File: src/rtl/alu_pkg.sv
// Shared opcode constants and legality check for the ALU issue path.
// Used by alu_issue_stage and alu_fwd_mux.
package alu_pkg;

    localparam logic [3:0] OPC_ADD = 4'd0;
    localparam logic [3:0] OPC_SUB = 4'd1;
    localparam logic [3:0] OPC_SLT = 4'd2;
    localparam logic [3:0] OPC_OR  = 4'd3;
    localparam logic [3:0] OPC_AND = 4'd4;
    localparam logic [3:0] OPC_SLL = 4'd5;
    localparam logic [3:0] OPC_SEQ = 4'd9;

    function automatic logic opc_legal(input logic [3:0] opc);
        case (opc)
            OPC_ADD, OPC_SUB, OPC_SLT, OPC_OR,
            OPC_AND, OPC_SLL, OPC_SEQ: opc_legal = 1'b1;
            default:                   opc_legal = 1'b0;
        endcase
    endfunction

endpackage

File: src/rtl/alu_fwd_mux.sv
// Operand select: r0 reads as zero, writeback hit wins over register data.
// Writeback forwarding is present only when ALU_FWD_EN is defined.
module alu_fwd_mux
    import alu_pkg::*;
#(
    parameter int DW  = 16,
    parameter int RAW = 3
) (
    input  logic [RAW-1:0] src_i,
    input  logic [DW-1:0]  rdata_i,
    input  logic           wb_valid_i,
    input  logic [RAW-1:0] wb_addr_i,
    input  logic [DW-1:0]  wb_data_i,
    output logic [DW-1:0]  opnd_o
);

`ifdef ALU_FWD_EN
    logic hit;
    assign hit = wb_valid_i && (wb_addr_i == src_i);
    always_comb begin
        opnd_o = rdata_i;
        if (src_i == '0) opnd_o = '0;
        else if (hit)    opnd_o = wb_data_i;
    end
`else
    logic unused_wb;
    assign unused_wb = ^{wb_valid_i, wb_addr_i, wb_data_i};
    assign opnd_o = (src_i == '0) ? '0 : rdata_i;
`endif

endmodule

File: src/rtl/alu_issue_stage.sv
// Two-entry issue buffer feeding the ALU, with optional writeback
// forwarding into buffered operands (ALU_FWD_EN).
module alu_issue_stage
    import alu_pkg::*;
#(
    parameter int DW    = 16,
    parameter int RAW   = 3,
    parameter int DEPTH = 2
) (
    input  logic           clk,
    input  logic           rst,
    input  logic           flush,
    input  logic           in_valid,
    output logic           in_ready,
    input  logic [3:0]     in_opc,
    input  logic [RAW-1:0] in_rs1,
    input  logic [RAW-1:0] in_rs2,
    input  logic [DW-1:0]  in_rs1_data,
    input  logic [DW-1:0]  in_rs2_data,
    input  logic           in_use_imm,
    input  logic [DW-1:0]  in_imm,
    input  logic [RAW-1:0] in_rd,
    input  logic           wb_valid,
    input  logic [RAW-1:0] wb_addr,
    input  logic [DW-1:0]  wb_data,
    output logic           out_valid,
    input  logic           out_ready,
    output logic [DW-1:0]  out_a,
    output logic [DW-1:0]  out_b,
    output logic [3:0]     out_opc,
    output logic [RAW-1:0] out_rd,
    output logic           out_illegal
);

    logic [DW-1:0]  a_q[2], a_d[2], b_q[2], b_d[2];
    logic [3:0]     opc_q[2], opc_d[2];
    logic [RAW-1:0] rd_q[2], rd_d[2];
    logic [RAW-1:0] rs1_q[2], rs1_d[2], rs2_q[2], rs2_d[2];
    logic           imm_q[2], imm_d[2];
    logic           wp_q, wp_d, rp_q, rp_d;
    logic [1:0]     cnt_q, cnt_d;
    logic [DW-1:0]  oa_q, oa_d, ob_q, ob_d;
    logic [3:0]     oopc_q, oopc_d;
    logic [RAW-1:0] ord_q, ord_d;
    logic [DW-1:0]  cap_a, cap_b;
    logic [DW-1:0]  ea[2], eb[2];
    logic           push, pop;

    assign in_ready    = (cnt_q != 2'(DEPTH));
    assign out_valid   = (cnt_q != 2'd0);
    assign push        = in_valid && in_ready;
    assign pop         = out_valid && out_ready;
    assign out_a       = oa_q;
    assign out_b       = ob_q;
    assign out_opc     = oopc_q;
    assign out_rd      = ord_q;
    assign out_illegal = ~opc_legal(oopc_q);

    alu_fwd_mux #(.DW(DW), .RAW(RAW)) u_cap_a (
        .src_i(in_rs1), .rdata_i(in_rs1_data),
        .wb_valid_i(wb_valid), .wb_addr_i(wb_addr),
        .wb_data_i(wb_data), .opnd_o(cap_a)
    );

    alu_fwd_mux #(.DW(DW), .RAW(RAW)) u_cap_b (
        .src_i(in_rs2), .rdata_i(in_rs2_data),
        .wb_valid_i(wb_valid), .wb_addr_i(wb_addr),
        .wb_data_i(wb_data), .opnd_o(cap_b)
    );

    for (genvar i = 0; i < 2; i++) begin : g_ent
        alu_fwd_mux #(.DW(DW), .RAW(RAW)) u_ea (
            .src_i(rs1_q[i]), .rdata_i(a_q[i]),
            .wb_valid_i(wb_valid), .wb_addr_i(wb_addr),
            .wb_data_i(wb_data), .opnd_o(ea[i])
        );
        alu_fwd_mux #(.DW(DW), .RAW(RAW)) u_eb (
            .src_i(rs2_q[i]), .rdata_i(b_q[i]),
            .wb_valid_i(wb_valid), .wb_addr_i(wb_addr),
            .wb_data_i(wb_data), .opnd_o(eb[i])
        );
    end

    always_comb begin
        for (int i = 0; i < 2; i++) begin
            a_d[i]   = ea[i];
            b_d[i]   = imm_q[i] ? b_q[i] : eb[i];
            opc_d[i] = opc_q[i];
            rd_d[i]  = rd_q[i];
            rs1_d[i] = rs1_q[i];
            rs2_d[i] = rs2_q[i];
            imm_d[i] = imm_q[i];
        end
        wp_d  = wp_q ^ push;
        rp_d  = rp_q ^ pop;
        cnt_d = cnt_q + {1'b0, push} - {1'b0, pop};
        if (push && !flush) begin
            a_d[wp_q]   = cap_a;
            b_d[wp_q]   = in_use_imm ? in_imm : cap_b;
            opc_d[wp_q] = in_opc;
            rd_d[wp_q]  = in_rd;
            rs1_d[wp_q] = in_rs1;
            rs2_d[wp_q] = in_rs2;
            imm_d[wp_q] = in_use_imm;
        end
        if (flush) begin
            wp_d  = 1'b0;
            rp_d  = 1'b0;
            cnt_d = 2'd0;
        end
        // Outputs track the next head so they are pure registers.
        oa_d   = oa_q;
        ob_d   = ob_q;
        oopc_d = oopc_q;
        ord_d  = ord_q;
        if (cnt_d != 2'd0) begin
            oa_d   = a_d[rp_d];
            ob_d   = b_d[rp_d];
            oopc_d = opc_d[rp_d];
            ord_d  = rd_d[rp_d];
        end
    end

    always_ff @(posedge clk or posedge rst) begin
        if (rst) begin
            for (int i = 0; i < 2; i++) begin
                a_q[i]   <= '0;
                b_q[i]   <= '0;
                opc_q[i] <= '0;
                rd_q[i]  <= '0;
                rs1_q[i] <= '0;
                rs2_q[i] <= '0;
                imm_q[i] <= 1'b0;
            end
            wp_q   <= 1'b0;
            rp_q   <= 1'b0;
            cnt_q  <= 2'd0;
            oa_q   <= '0;
            ob_q   <= '0;
            oopc_q <= '0;
            ord_q  <= '0;
        end else begin
            for (int i = 0; i < 2; i++) begin
                a_q[i]   <= a_d[i];
                b_q[i]   <= b_d[i];
                opc_q[i] <= opc_d[i];
                rd_q[i]  <= rd_d[i];
                rs1_q[i] <= rs1_d[i];
                rs2_q[i] <= rs2_d[i];
                imm_q[i] <= imm_d[i];
            end
            wp_q   <= wp_d;
            rp_q   <= rp_d;
            cnt_q  <= cnt_d;
            oa_q   <= oa_d;
            ob_q   <= ob_d;
            oopc_q <= oopc_d;
            ord_q  <= ord_d;
        end
    end

endmodule
File: config.mk
export PLATFORM = sky130hd
export DESIGN_NAME = alu_issue_stage
export DESIGN_NICKNAME = d
export VERILOG_FILES = /design/src/rtl/alu_pkg.sv /design/src/rtl/alu_fwd_mux.sv /design/src/rtl/alu_issue_stage.sv
export SDC_FILE = /design/constraint.sdc
export NUM_CORES = 1
export LEC_CHECK = 0
export CAP_MARGIN = 20
export CORE_MARGIN = 4
export CORE_UTILIZATION = 50
export CTS_BUF_LIST = sky130_fd_sc_hd__clkbuf_16
export CTS_CLUSTER_DIAMETER = 200
export CTS_CLUSTER_SIZE = 24
export DETAILED_ROUTE_END_ITERATION = 6
export PLACE_DENSITY = 0.79
export SYNTH_ARGS = -nofsm -noshare
export SYNTH_HDL_FRONTEND = slang
export SYNTH_SLANG_ARGS = --single-unit
File: constraint.sdc
create_clock -name clk -period 8.4 [get_ports clk]
set_input_delay 1.26 -clock clk [delete_from_list [all_inputs] [get_ports clk]]
set_output_delay 1.26 -clock clk [all_outputs]
set_load 0.01 [all_outputs]
==> results.ini <==
[floorplanning]
core_sq_mm=0.01211
fp-row-count=40
die_h_um=119.6
num_io_pins=129
initial_core_util=0.5144
dieArea_sq_mm=0.01431
die_x_um=119.6

[yosys]
ys_ff_latch=135
synth_edf_count=0
synth_cell_type_count=35
syn_inst=552
syn_avg_cell_area_sq_um=11.29
synth-seq-area-share=0.5423
syn_nets=641
async_flop_share=1.000
ys.warnings.count=0
synth_ff_type=dfrtp_1
synthesis.area_sq_mm=0.006230

[setup_path]
crit_start=out_ready
rr_endpoint=out_b[13]
cp_slowest_stage_delay_ns=0.87
start_kind=input port
critical_path_peak_fanout=32
reg2regPathDepth=9
reg2reg_from=cnt_q[1]
cp_data_arrival_time_ns=3.87
cp-end-kind=register
path_cells=clkdlybuf4s50_1 > o21ai_1 > inv_1 > ha_1 > inv_1 > ha_1 > xnor2_1 > a21o_1 > nand2_1 > o31ai_1
crit_required_ns=8.69
cp_slowest_cell=a21o_1
criticalPathCategory=in2reg
r2r_setup_slack_ns=5.54

[grt]
overflow=0
grt_pass1_vias=4702
grt_pass1_wl_um=23230
antenna_found_initial=0
grt_use_total=0.2015
grt_max_degree=79

[route]
wl_per_cell_um=16.99
via_per_inst=5.544
routed_wl_um=13930
vias=4546
drtPass1Iterations=6
drc=0
drt_iter0_markers=222
drtAntennaViolNets=0

[timing]
setup_viol=0
drv_slew=0
period_needed_ns=3.581
period_share=0.4263
rsz0062_at_grt=no
setup_tns_ns=0
finalHoldWorstSlack_ns=0.4788
finClkSkew_ns=0.008437
tightest_slew_ns=1.033
hold_viol_final=0
slew_headroom=0.3116
fmax_mhz=279.2

[finish]
drive_gt1_frac=0.1503
area_growth_pct=27.01
final_common_cell=dfrtp_1
layout_common_cells=dfrtp_1, clkdlybuf4s50_1, nand2_1
antenna_cells=0
finalNonFillerCells=820
fin_nets=729
postLayoutCellArea_sq_mm=0.007913

[run]
cap_viol_max_count=0

[placement]
place_congestion=0.7812
port_buffers=108
placed_cells=786
detailed_place.area_sq_mm=0.007340
hpwl_um=8632

[status]
status=finished, final reports clean

[clocking]
clkSinkCount=135
cts_tree=built
clk_latency_ns=0.41
cts_buffers=17
path_clk_slew_ns=0.05
cts_hold_buf=0
ctsResizeCount=0
cts_setup_buffers=0
cts_buffer_depth=2
htreeDepth=4
root_buffer=clkbuf_16

[pwr]
vdd_drop_max_v=0.0001785
powerDensity_mw_per_mm2=360.8
power_leakage_uw=0.003797
total_power_uw=2855

[min_path]
min-delay-start=out_b[5]
whs_path_depth=2
min_to=out_b[5]
hold_class=reg2reg

## critical path: cells and delay by family
kind            cells  cell delay [ns]
buf+inv             3             0.51
simple gates        1             0.16
compound gates      3             1.14
fa+ha+maj           2             0.46
xor+xnor            1             0.34
## how the worst max path moves through the flow
| stage | end | slack (ns) | cells past startpoint |
|---|---|---|---|
| after global routing | out_b[13] | 4.51 | 10 |
| after global placement | out_rd[2] | 4.41 | 6 |
| after CTS | out_opc[3] | 4.78 | 6 |
| after detailed placement | out_opc[0] | 4.35 | 6 |
| final | out_b[13] | 4.82 | 10 |
| after floorplan | a_q[0] | 3.53 | 1 |
## Yosys cell counts, types with 3 or more instances
cell      instances  area (sq um)
clkbuf_1         20         75.07
nand2b_1         19         118.9
a311oi_2          3         45.04
mux2_2           28         315.3
or3_1             3         18.77
or4_1             3         22.52
o21ai_0          16         80.08
nor2_2           10         62.56
dfrtp_1         135          3378
o31ai_1          16         120.1
o211a_1          16         160.2
nand2_1          65         244.0
nor2_1           34         127.6
a31o_2           16         140.1
nand3_1          17         85.08
mux2i_1          55         550.5
buf_4             3         22.52
o211ai_2         10         125.1
a311oi_1         13         113.9
inv_1             5         18.77
buf_2            20         100.1
o211ai_1          6         45.04
a21oi_1          24         120.1
## layout make-up
type | instances | area, sq um
inverters | 5 | 21.27
fillers | 939 | 4199
well taps | 168 | 210.2
clock buffers | 17 | 425.4
flip-flops and latches | 135 | 3378
multi-input cells | 366 | 2619
repair buffers | 115 | 1179
clock inverters | 14 | 80.08
## sequential cells by signal, indices dropped and copies added (netlist names)
name,count
out_rd,3
cnt_q,2
out_b,16
b_q,32
wp_q,1
out_opc,4
rs1_q,6
out_a,16
opc_q,8
rd_q,6
imm_q,2
a_q,32
rp_q,1
rs2_q,6
## kinds of logic after synthesis
group,count (synthesis),share of synthesized area
buf+inv,51,0.04097
xor+xnor,4,0.005625
flops,135,0.5423
mux,83,0.1390
simple gates,154,0.1123
compound gates,123,0.1559
fa+ha+maj,2,0.004016
## power breakdown
group | internal, uW | total, uW | switching (uW)
clock | 390 | 641 | 250
sequential | 955 | 1090 | 131
combinational | 552 | 1130 | 576
## metrics by stage
stage / setup WS (ns) / util
global placement: 4.409 / 0.6060
finish: 4.819 / 0.6533
CTS: 4.782 / 0.6477
global route: 4.508 / 0.6533
detailed placement: 4.350 / 0.6060
floorplan: 3.529 / -
## per-layer routing
metal | share of wire | vias up | track usage
li1 | - | 2147 | -
met1 | 0.44 | 2262 | 0.2519
met2 | 0.50 | 123 | 0.3383
met3 | 0.054 | 14 | 0.05561
met4 | 0.011 | 0 | 0.06943
met5 | 0 | - | 0
Power figures use the tool's default switching activity.
